## config.mk

```make
export PLATFORM = sky130hd
export DESIGN_NAME = hb_mac_sched
export DESIGN_NICKNAME = d
export VERILOG_FILES = /design/src/rtl/hb_mac_sched_pkg.sv /design/src/rtl/hb_mac_sched_mod_addr.sv /design/src/rtl/hb_mac_sched.sv
export SDC_FILE = /design/constraint.sdc
export NUM_CORES = 1
export LEC_CHECK = 0
export CAP_MARGIN = 40
export CORE_AREA = 4 4 93 95
export CTS_CLUSTER_DIAMETER = 80
export DETAILED_ROUTE_END_ITERATION = 10
export DIE_AREA = 0 0 97 99
export PLACE_DENSITY = 0.76
export SETUP_SLACK_MARGIN = 0.3
export SLEW_MARGIN = 10
export SYNTH_ARGS = -nofsm -noshare
export SYNTH_HDL_FRONTEND = slang
export SYNTH_HIERARCHICAL = 1
export SYNTH_SLANG_ARGS = --single-unit
```

## constraint.sdc

```tcl
create_clock -name clk -period 10.57 [get_ports clk]
set_clock_uncertainty 0.15 [all_clocks]
set_input_delay 2.114 -clock clk [delete_from_list [all_inputs] [get_ports clk]]
set_output_delay 2.114 -clock clk [all_outputs]
set_load 0.05 [all_outputs]
```

## src/rtl/hb_mac_sched_pkg.sv

```systemverilog
// Shared constants and FSM encoding for the half-band MAC sequencer.
// This package is the shared definition set that the hb_defs.vh include would otherwise carry.
package hb_mac_sched_pkg;
   localparam int NPAIR   = 19;
   localparam int DEPTH   = 38;
   localparam int CTR_IDX = 19;
   localparam int ADDR_W  = 6;
   localparam int COEF_W  = 5;

   typedef enum logic [2:0] {
      ST_IDLE  = 3'd0,
      ST_RUN   = 3'd1,
      ST_CTR   = 3'd2,
      ST_DRAIN = 3'd3,
      ST_DONE  = 3'd4
   } hb_state_e;
endpackage

```

## src/rtl/hb_mac_sched_mod_addr.sv

```systemverilog
// Ring-buffer address arithmetic: (base +/- off) mod DEPTH, for base < DEPTH and off <= DEPTH.
module hb_mod_addr
   import hb_mac_sched_pkg::*;
(
   input  logic [ADDR_W-1:0] base,
   input  logic [ADDR_W-1:0] off,
   input  logic              sub,
   output logic [ADDR_W-1:0] res
);
   localparam logic [ADDR_W:0] DEPTH_X = (ADDR_W+1)'(DEPTH);

   logic [ADDR_W:0] base_x_s;
   logic [ADDR_W:0] off_x_s;
   logic [ADDR_W:0] sum_s;

   // A single conditional correction is enough because both operands stay below one ring length
   always_comb begin
      base_x_s = {1'b0, base};
      off_x_s  = {1'b0, off};
      sum_s    = base_x_s + off_x_s;
      if (sub) begin
         if (base_x_s >= off_x_s) begin
            res = ADDR_W'(base_x_s - off_x_s);
         end else begin
            res = ADDR_W'(base_x_s + DEPTH_X - off_x_s);
         end
      end else begin
         if (sum_s >= DEPTH_X) begin
            res = ADDR_W'(sum_s - DEPTH_X);
         end else begin
            res = ADDR_W'(sum_s);
         end
      end
   end
endmodule

```

## src/rtl/hb_mac_sched.sv

```systemverilog
// Half-band decimator sequencer: polyphase split, even ring write pointer and
// per-odd-sample MAC step generation (19 symmetric pairs, centre tap, drain, done).
module hb_mac_sched
   import hb_mac_sched_pkg::*;
#(
   parameter int MAC_LAT = 2
)
(
   input  logic              clk,
   input  logic              rstn,
   input  logic              sclr,
   input  logic              in_vld,
   input  logic              err_clr,
   output logic              wr_en,
   output logic [ADDR_W-1:0] wr_addr,
   output logic              ctr_en,
   output logic [ADDR_W-1:0] rd_addr_a,
   output logic [ADDR_W-1:0] rd_addr_b,
   output logic [COEF_W-1:0] coef_idx,
   output logic              mac_en,
   output logic              mac_clr,
   output logic              mac_sub,
   output logic              ctr_sel,
   output logic              out_vld,
   output logic              busy,
   output logic              ovf_err
);
   hb_state_e         state_r;
   logic              phase_r;
   logic [4:0]        k_r;
   logic [ADDR_W-1:0] wp_snap_r;

   logic              start_s;
   logic              run_busy_s;
   logic [4:0]        k_nxt_s;
   logic [ADDR_W-1:0] base_s;
   logic [ADDR_W-1:0] off_a_s;
   logic [ADDR_W-1:0] off_b_s;
   logic [ADDR_W-1:0] addr_a_s;
   logic [ADDR_W-1:0] addr_b_s;

   assign start_s    = in_vld & phase_r & ~sclr;
   assign wr_en      = in_vld & ~phase_r & ~sclr;
   assign ctr_en     = start_s;
   assign run_busy_s = (state_r == ST_RUN) || (state_r == ST_CTR) || (state_r == ST_DRAIN);

   // Addresses for the step issued next cycle; a new sequence reads around the live pointer
   always_comb begin
      if (state_r == ST_RUN) begin
         base_s  = wp_snap_r;
         k_nxt_s = k_r + 5'd1;
      end else begin
         base_s  = wr_addr;
         k_nxt_s = 5'd0;
      end
      off_b_s = ADDR_W'(k_nxt_s);
      off_a_s = ADDR_W'(k_nxt_s) + 6'd1;
   end

   hb_mod_addr u_addr_a (.base(base_s), .off(off_a_s), .sub(1'b1), .res(addr_a_s));
   hb_mod_addr u_addr_b (.base(base_s), .off(off_b_s), .sub(1'b0), .res(addr_b_s));

   // Sequencer FSM with registered step strobes and addresses
   always_ff @(posedge clk or negedge rstn) begin
      if (!rstn) begin
         state_r   <= ST_IDLE;
         phase_r   <= 1'b0;
         k_r       <= 5'd0;
         wp_snap_r <= '0;
         wr_addr   <= '0;
         rd_addr_a <= '0;
         rd_addr_b <= '0;
         coef_idx  <= '0;
         mac_en    <= 1'b0;
         mac_clr   <= 1'b0;
         mac_sub   <= 1'b0;
         ctr_sel   <= 1'b0;
         out_vld   <= 1'b0;
         busy      <= 1'b0;
      end else if (sclr) begin
         state_r   <= ST_IDLE;
         phase_r   <= 1'b0;
         k_r       <= 5'd0;
         wp_snap_r <= '0;
         wr_addr   <= '0;
         rd_addr_a <= '0;
         rd_addr_b <= '0;
         coef_idx  <= '0;
         mac_en    <= 1'b0;
         mac_clr   <= 1'b0;
         mac_sub   <= 1'b0;
         ctr_sel   <= 1'b0;
         out_vld   <= 1'b0;
         busy      <= 1'b0;
      end else begin
         if (in_vld) phase_r <= ~phase_r;
         if (wr_en) wr_addr <= (wr_addr == ADDR_W'(DEPTH-1)) ? '0 : wr_addr + 6'd1;
         mac_en  <= 1'b0;
         mac_clr <= 1'b0;
         mac_sub <= 1'b0;
         ctr_sel <= 1'b0;
         out_vld <= 1'b0;
         case (state_r)
            ST_IDLE, ST_DONE: begin
               if (start_s) begin
                  state_r   <= ST_RUN;
                  wp_snap_r <= wr_addr;
                  k_r       <= 5'd0;
                  busy      <= 1'b1;
                  rd_addr_a <= addr_a_s;
                  rd_addr_b <= addr_b_s;
                  coef_idx  <= k_nxt_s;
                  mac_en    <= 1'b1;
                  mac_clr   <= 1'b1;
                  mac_sub   <= 1'b0;
               end else begin
                  state_r <= ST_IDLE;
                  busy    <= 1'b0;
               end
            end
            ST_RUN: begin
               if (k_r == 5'(NPAIR-1)) begin
                  state_r  <= ST_CTR;
                  coef_idx <= COEF_W'(CTR_IDX);
                  mac_en   <= 1'b1;
                  ctr_sel  <= 1'b1;
               end else begin
                  k_r       <= k_nxt_s;
                  rd_addr_a <= addr_a_s;
                  rd_addr_b <= addr_b_s;
                  coef_idx  <= k_nxt_s;
                  mac_en    <= 1'b1;
                  mac_sub   <= k_nxt_s[0];
               end
            end
            ST_CTR: begin
               state_r <= ST_DRAIN;
               k_r     <= 5'd0;
            end
            ST_DRAIN: begin
               if (k_r == 5'(MAC_LAT-1)) begin
                  state_r <= ST_DONE;
                  k_r     <= 5'd0;
                  out_vld <= 1'b1;
               end else begin
                  k_r <= k_r + 5'd1;
               end
            end
            default: begin
               state_r <= ST_IDLE;
               busy    <= 1'b0;
            end
         endcase
      end
   end

   // Sticky overrun flag; a new overrun beats a simultaneous clear
   always_ff @(posedge clk or negedge rstn) begin
      if (!rstn) begin
         ovf_err <= 1'b0;
      end else if (start_s && run_busy_s) begin
         ovf_err <= 1'b1;
      end else if (err_clr) begin
         ovf_err <= 1'b0;
      end else begin
         ovf_err <= ovf_err;
      end
   end
endmodule

```

==> results.md, run 1 <==
## Power and ir drop
- 2.12 nW — leakage power figure
- 107 nW/um^2 — Power Dens Cells
- 0.0000966 V — largest vdd supply drop
- 0.513 mW — power after layout

## CTS
- 290 ps — clock latency at the later pin of the worst-skew pair
- 45 — clock sink total
- 0 — count of cells resized by post-cts repair
- 2 — number of H-tree branching levels
- 80 ps — clock-pin slew on the worst setup and hold paths
- 0 — post-CTS repair timing setup buffer count
- 5 — clock buffers created by TritonCTS
- 2 — number of buffers on the longest clock path
- built — CTS tree
- sky130_fd_sc_hd__clkbuf_8 — master cell of the clock root buffer
- 0 — number of buffers inserted for hold repair after clock tree synthesis

## Placement
- 7550 microns — HPWL Detailed
- 36 — number of buffers inserted by port buffering
- 0.837 — placer congestion estimate

## Global routing
- 26.4% — global-route met1 utilization
- 16900 microns — global-route wire length before repair
- 20.9% — global routing usage summed across all routing layers
- met2 — global route hottest layer
- 3569 — number of global-route vias before repair
- 29 — maximum number of pins on one net before global-route repair
- 0 — Congestion Overflow GR
- 1.98% — met3 Use GR
- 38.2% — met2 Use GR
- 0 — antenna violations before repair

## Job
- 0 — number of max-capacitance violations reported

## Yosys
- 6 — warning count from the yosys run
- 26.3% — share of the yosys chip area belonging to registers
- 26.3% — share of Yosys cell area claimed by the top area cell type
- 17.5% — Synth Area in Adders
- compound AO/OA/AOI/OAI gates — dominant combinational cell family by area after synthesis
- sky130_fd_sc_hd__dfrtp_1 — dominant register cell in the synthesized netlist
- 20.9% — area fraction in compound gates after synthesis
- 6.27% — post-synthesis xor/xnor area fraction
- 456 — synthesized netlist cell count
- 9.40 sq um — mean post-synth cell area
- 16.5% — fraction of the mapped netlist area in simple logic gates
- 4290 sq um — netlist area before placement
- sky130_fd_sc_hd__dfrtp_1 (26%), sky130_fd_sc_hd__ha_1 (13%), sky130_fd_sc_hd__inv_1 (4.9%) — largest cells by area after synthesis
- 0 — count of flip-flops with a built-in enable after synthesis
- 4.29% — multiplexer share of the synthesized area
- sky130_fd_sc_hd__dfrtp_1 — library cell with the largest summed area after synthesis
- 100% — Async S/R FF share, synth
- 45 — flip-flop and latch count after synthesis
- 76 — count of cell types in the netlist

## Floorplan
- 9600 sq um — die outline area
- 55.5% — Starting Density
- 99 microns — Die Span Y
- 7730 sq um — total core area
- 32 — Rows
- 97 microns — width of the chip
- 37 — number of primary I/O pins

## Setup path
- 19 — worst-path maximum fanout
- rd_addr_a[4] — Reg-to-Reg End
- in2out — Crit Path Class
- ctr_en — critical path endpoint
- 4000 ps — arrival time at the worst endpoint
- output port — kind of end point of the critical path
- 13 — R2R cell count
- 6040 ps — minimum setup slack among reg-to-reg paths
- state_r[0] — launch point of the worst reg-to-reg path
- sclr — launching instance or port of the critical path
- primary input — crit path launch type
- 8310 ps — required time worst endpoint

## Final layout
- 12.2% — Synth-to-Final Area Change
- 7.86% — fraction of final layout cells with drive strength greater than 1
- sky130_fd_sc_hd__inv_1 (56), sky130_fd_sc_hd__dfrtp_1 (45), sky130_fd_sc_hd__ha_1 (44) — leading cell types in the layout, fill and taps excluded
- 0 — number of antenna cells inserted
- sky130_fd_sc_hd__inv_1 — most common library cell in the layout ignoring fill and taps
- 554 — fin nets

## Routing
- 16.3 microns — average wire per standard cell
- 0 — Antenna Nets Post-Route
- 3432 — DR vias
- 4 — drt pass-1 iters
- 9740 microns — Total Wirelength
- 5.74 — detail-routed via count per cell
- 0 — DRC errors left
- 153 — drt first-iter violations

## Timing
- 49.2% — worst slew margin relative to its limit
- 0 — number of pins exceeding their max-slew limit in the final report
- 6270 ps — clock period minus final worst setup slack
- 758 ps — slew at the pin closest to its max-slew limit
- 160 MHz — Highest Clock Rate
- 0 ps — sum of negative setup slack
- 341 ps — Min Hold Slack
- no — unrepaired setup endpoints after global routing
- 0 — number of setup violations in the final report
- 59.3% — final worst-path cycle share
- 0 — Hold Violations, Final

## Run status
- complete, no violations — status

## Worst hold path
- reg2reg — worst min-delay path category

==> registers in the layout (all words and copies together), names as in the netlist, 3 cells and up <==
register and count:
k_r 5, rd_addr_a 6, state_r 3, rd_addr_b 6, wp_snap_r 6, coef_idx 5
wr_addr 6
==> synthesized netlist by cell type (3+ instances only) <==
master / n
sky130_fd_sc_hd__a211o_1: 3
sky130_fd_sc_hd__a21boi_0: 4
sky130_fd_sc_hd__a21o_1: 5
sky130_fd_sc_hd__a21oi_1: 13
sky130_fd_sc_hd__a22o_1: 16
sky130_fd_sc_hd__a22oi_1: 3
sky130_fd_sc_hd__a31oi_1: 5
sky130_fd_sc_hd__and3_1: 4
sky130_fd_sc_hd__buf_2: 3
sky130_fd_sc_hd__buf_4: 3
sky130_fd_sc_hd__buf_6: 6
sky130_fd_sc_hd__dfrtp_1: 45
sky130_fd_sc_hd__fa_1: 10
sky130_fd_sc_hd__ha_1: 44
sky130_fd_sc_hd__inv_1: 56
sky130_fd_sc_hd__mux2_2: 9
sky130_fd_sc_hd__mux2i_1: 6
sky130_fd_sc_hd__nand2_1: 25
sky130_fd_sc_hd__nand2b_1: 12
sky130_fd_sc_hd__nand3_1: 12
sky130_fd_sc_hd__nand3b_1: 3
sky130_fd_sc_hd__nand4_1: 6
sky130_fd_sc_hd__nor2_1: 30
sky130_fd_sc_hd__nor2b_1: 3
sky130_fd_sc_hd__nor3_1: 13
sky130_fd_sc_hd__nor4_1: 3
sky130_fd_sc_hd__o211ai_1: 4
sky130_fd_sc_hd__o21ai_0: 4
sky130_fd_sc_hd__o21bai_1: 3
sky130_fd_sc_hd__o2bb2ai_1: 10
sky130_fd_sc_hd__o31a_1: 4
sky130_fd_sc_hd__o31ai_1: 6
sky130_fd_sc_hd__xnor2_1: 13
sky130_fd_sc_hd__xor2_1: 14
==> worst max-delay path, cell delays in order <==
cell	delay, ps
sky130_fd_sc_hd__clkdlybuf4s50_1	760
sky130_fd_sc_hd__nor2_1	280
sky130_fd_sc_hd__clkdlybuf4s50_1	840
==> cells by family (layout without fill, tap and decap cells) <==
| group | Yosys count | count (layout) |
|---|---|---|
| and+or+nand+nor | 131 | 131 |
| AOI/OAI and AO/OA | 106 | 106 |
| buffers and inverters | 72 | 102 |
| adders and majority gates | 54 | 54 |
| DFF | 45 | 45 |
| xor gates and xnor gates | 29 | 29 |
| muxes | 17 | 17 |
| other | 2 | 12 |
==> worst min path at each step <==
stage                 start      endpoint  slack [ps]  depth (start not counted)
6_report               busy          busy         340                          1
4_1_cts                busy          busy         340                          1
2_1_floorplan  wp_snap_r[1]  wp_snap_r[1]         300                          2
3_5_place_dp           busy          busy         320                          1
5_1_grt        rd_addr_a[1]  rd_addr_a[1]         370                          1
3_3_place_gp   wp_snap_r[1]  wp_snap_r[1]         310                          2
==> routing by layer <==
metal / up-vias / share of wire (%)
li1: 1675 / -
met1: 1655 / 43
met2: 85 / 52
met3: 17 / 2.9
met4: 0 / 1.7
met5: - / 0
==> metrics by stage <==
step                      area [sq um]  utilization (%)  worst slack (ps)  instances
after floorplan                   4330                -              5150        466
after global placement            4680             60.5              4350        589
after detailed placement          4700             60.8              4330        590
after CTS                         4810             62.3              4310        598
after global routing              4810             62.3              4240        598
final                             4810             62.3              4300        598
==> area by class of cell <==
cell class	instances	area [sq um]
Sequential cell	45	1130
Fill cell	642	2920
Clock inverter	1	30.0
Inverter	57	214
Timing Repair Buffer	37	375
Multi-Input combinational cell	349	2850
Clock buffer	7	86.3
Tap cell	102	128
==> power breakdown <==
| part | switching (mW) | internal [mW] |
|---|---|---|
| clock network | 0.0559 | 0.0771 |
| logic | 0.117 | 0.0766 |
| registers | 0.00771 | 0.179 |
| total | 0.180 | 0.332 |
No activity file was read; power rests on OpenSTA's default activity.
==> run 2: changes to the inputs <==
==> constraint.sdc (replaced) <==
create_clock -name clk -period 6.2 [get_ports clk]
set_clock_uncertainty 0.15 [all_clocks]
set_input_delay 1.24 -clock clk [delete_from_list [all_inputs] [get_ports clk]]
set_output_delay 1.24 -clock clk [all_outputs]
set_load 0.05 [all_outputs]
==> run 2 against run 1 <==
Effect of this change: combinational power rose by 71%; largest cell class unchanged; utilization rose by 0.15 points; die area unchanged; sequential power is 70% higher; critical endpoint unchanged; via count decreased by 0.61%; register-to-register slack got worse by 4000 ps.
==> results.md, run 2 (synthesis results as in run 1) <==
## Run status
- complete, no violations — status

## Setup path
- in2out — Crit Path Class
- output port — kind of end point of the critical path
- 840 ps — crit-path max cell delay
- sky130_fd_sc_hd__clkdlybuf4s50_1 — master of the slowest instance on the critical path
- 3120 ps — arrival time at the worst endpoint
- clkdlybuf4s50_1, nor2_1, clkdlybuf4s50_1 — sequence of cells on the critical path
- 4810 ps — required time worst endpoint
- primary input — crit path launch type
- sky130_fd_sc_hd__clkdlybuf4s50_1 — cell seen most often among critical-path stages
- 19 — worst-path maximum fanout

## Timing
- 740 ps — slew at the pin closest to its max-slew limit
- 4510 ps — clock period minus final worst setup slack
- 222 MHz — Highest Clock Rate
- no — unrepaired setup endpoints after global routing
- 72.8% — final worst-path cycle share
- 0 — Hold Violations, Final
- 0 ps — sum of negative setup slack
- 0 — number of pins exceeding their max-slew limit in the final report
- 50.4% — worst slew margin relative to its limit
- 0 — number of setup violations in the final report

## Final layout
- 0 — number of antenna cells inserted
- 12.5% — Synth-to-Final Area Change
- 639 — filler instances
- 8.25% — fraction of final layout cells with drive strength greater than 1
- 62.4% — Final Core Density
- 555 — fin nets
- sky130_fd_sc_hd__inv_1 — most common library cell in the layout ignoring fill and taps
- sky130_fd_sc_hd__inv_1 (56), sky130_fd_sc_hd__dfrtp_1 (45), sky130_fd_sc_hd__ha_1 (44) — leading cell types in the layout, fill and taps excluded
- 4820 sq um — cell area after layout
- 1130 sq um — Seq. cell area
- 2850 sq um — Multi-input gate area

## CTS
- sky130_fd_sc_hd__clkbuf_8 — master cell of the clock root buffer
- 0 — number of buffers inserted for hold repair after clock tree synthesis
- 0 — count of cells resized by post-cts repair
- 90 ps — clock-pin slew on the worst setup and hold paths
- 2 — number of H-tree branching levels
- 5 — clock buffers created by TritonCTS
- 290 ps — clock latency at the later pin of the worst-skew pair
- 45 — clock sink total
- 2 — number of buffers on the longest clock path
- built — CTS tree
- 0 — post-CTS repair timing setup buffer count

## Routing
- 9450 microns — Total Wirelength
- 3411 — DR vias
- 4 — drt pass-1 iters
- 0 — Antenna Nets Post-Route
- 5.69 — detail-routed via count per cell
- 128 — drt first-iter violations
- 15.8 microns — average wire per standard cell
- 0 — DRC errors left

## Global routing
- 16100 microns — global-route wire length before repair
- 30 — maximum number of pins on one net before global-route repair
- 3396 — number of global-route vias before repair
- 0 — antenna violations before repair
- 0 — Congestion Overflow GR
- 19.9% — global routing usage summed across all routing layers

## Floorplan
- 7730 sq um — total core area
- 99 microns — Die Span Y
- 9600 sq um — die outline area
- 97 microns — width of the chip
- 32 — Rows
- 37 — number of primary I/O pins
- 55.5% — Starting Density

## Placement
- 4700 sq um — Area after DPL
- 7470 microns — HPWL Detailed
- 0.858 — placer congestion estimate
- 36 — number of buffers inserted by port buffering

## Power and ir drop
- 2.12 nW — leakage power figure
- 0.876 mW — power after layout
- 182 nW/um^2 — Power Dens Cells
- 0.567 mW — Int Pwr
- 37.7% — part of the total power dissipated in combinational logic
- 26.1% — Clock Power Share
- 35.3% — switching part of the total
- 36.2% — share of power burned in registers
- 0.000174 V — largest vdd supply drop
- 0.309 mW — Net Sw Power

## Job
- 0 — number of max-capacitance violations reported

## Worst hold path
- reg2reg — worst min-delay path category

run 2: per-stage QoR:
step                      instances  setup slack [ps]  hold WS [ps]
after global routing            599              1600           357
after global placement          590              1740           309
after detailed placement        591              1730           323
final                           599              1690           345
after floorplan                 466              2320           296
after CTS                       599              1710           350
run 2: routing by layer:
| metal | wire, microns | up-vias | global-route usage (%) |
|---|---|---|---|
| met3 | 270 | 8 | 2.26 |
| met5 | 0 | - | 0 |
| li1 | - | 1678 | - |
| met2 | 4750 | 58 | 36.4 |
| met1 | 4370 | 1667 | 25.6 |
| met4 | 68 | 0 | 3.67 |
run 2: final timing paths:
check | start | to | slack, ps | depth (start not counted)
hold / removal | coef_idx[2] | coef_idx[2] | 340 | 1
max in group asynchronous | rstn | rd_addr_a[3] | 4670 | 2
setup reg to reg | state_r[0] | rd_addr_a[3] | 2010 | 13
setup / recovery | sclr | ctr_en | 1690 | 3
min in group asynchronous | rstn | wr_addr[1] | 720 | 1
hold reg to reg | coef_idx[2] | coef_idx[2] | 340 | 1
run 2: power groups by stage:
stage	logic [mW]	registers, mW	clock network [mW]
2_1_floorplan	0.215	0.355	0
3_3_place_gp	0.318	0.323	0
3_5_place_dp	0.327	0.323	0
4_1_cts	0.328	0.317	0.233
5_1_grt	0.362	0.320	0.247
6_report	0.330	0.317	0.229
run 2: final cells by class:
class                   instances  share of cell area (%)
clock buffers                   6                    1.71
clock inverters                 2                   0.778
inverters                      57                    4.44
multi-input cells             349                    59.1
flip-flops and latches         45                    23.3
well taps                     102                    2.65
repair buffers                 38                    7.94
run 2: worst max-delay path: cells and delay by family:
| family | cells | cell delay (ps) |
|---|---|---|
| buffers and inverters | 2 | 1610 |
| AND/OR/NAND/NOR | 1 | 270 |
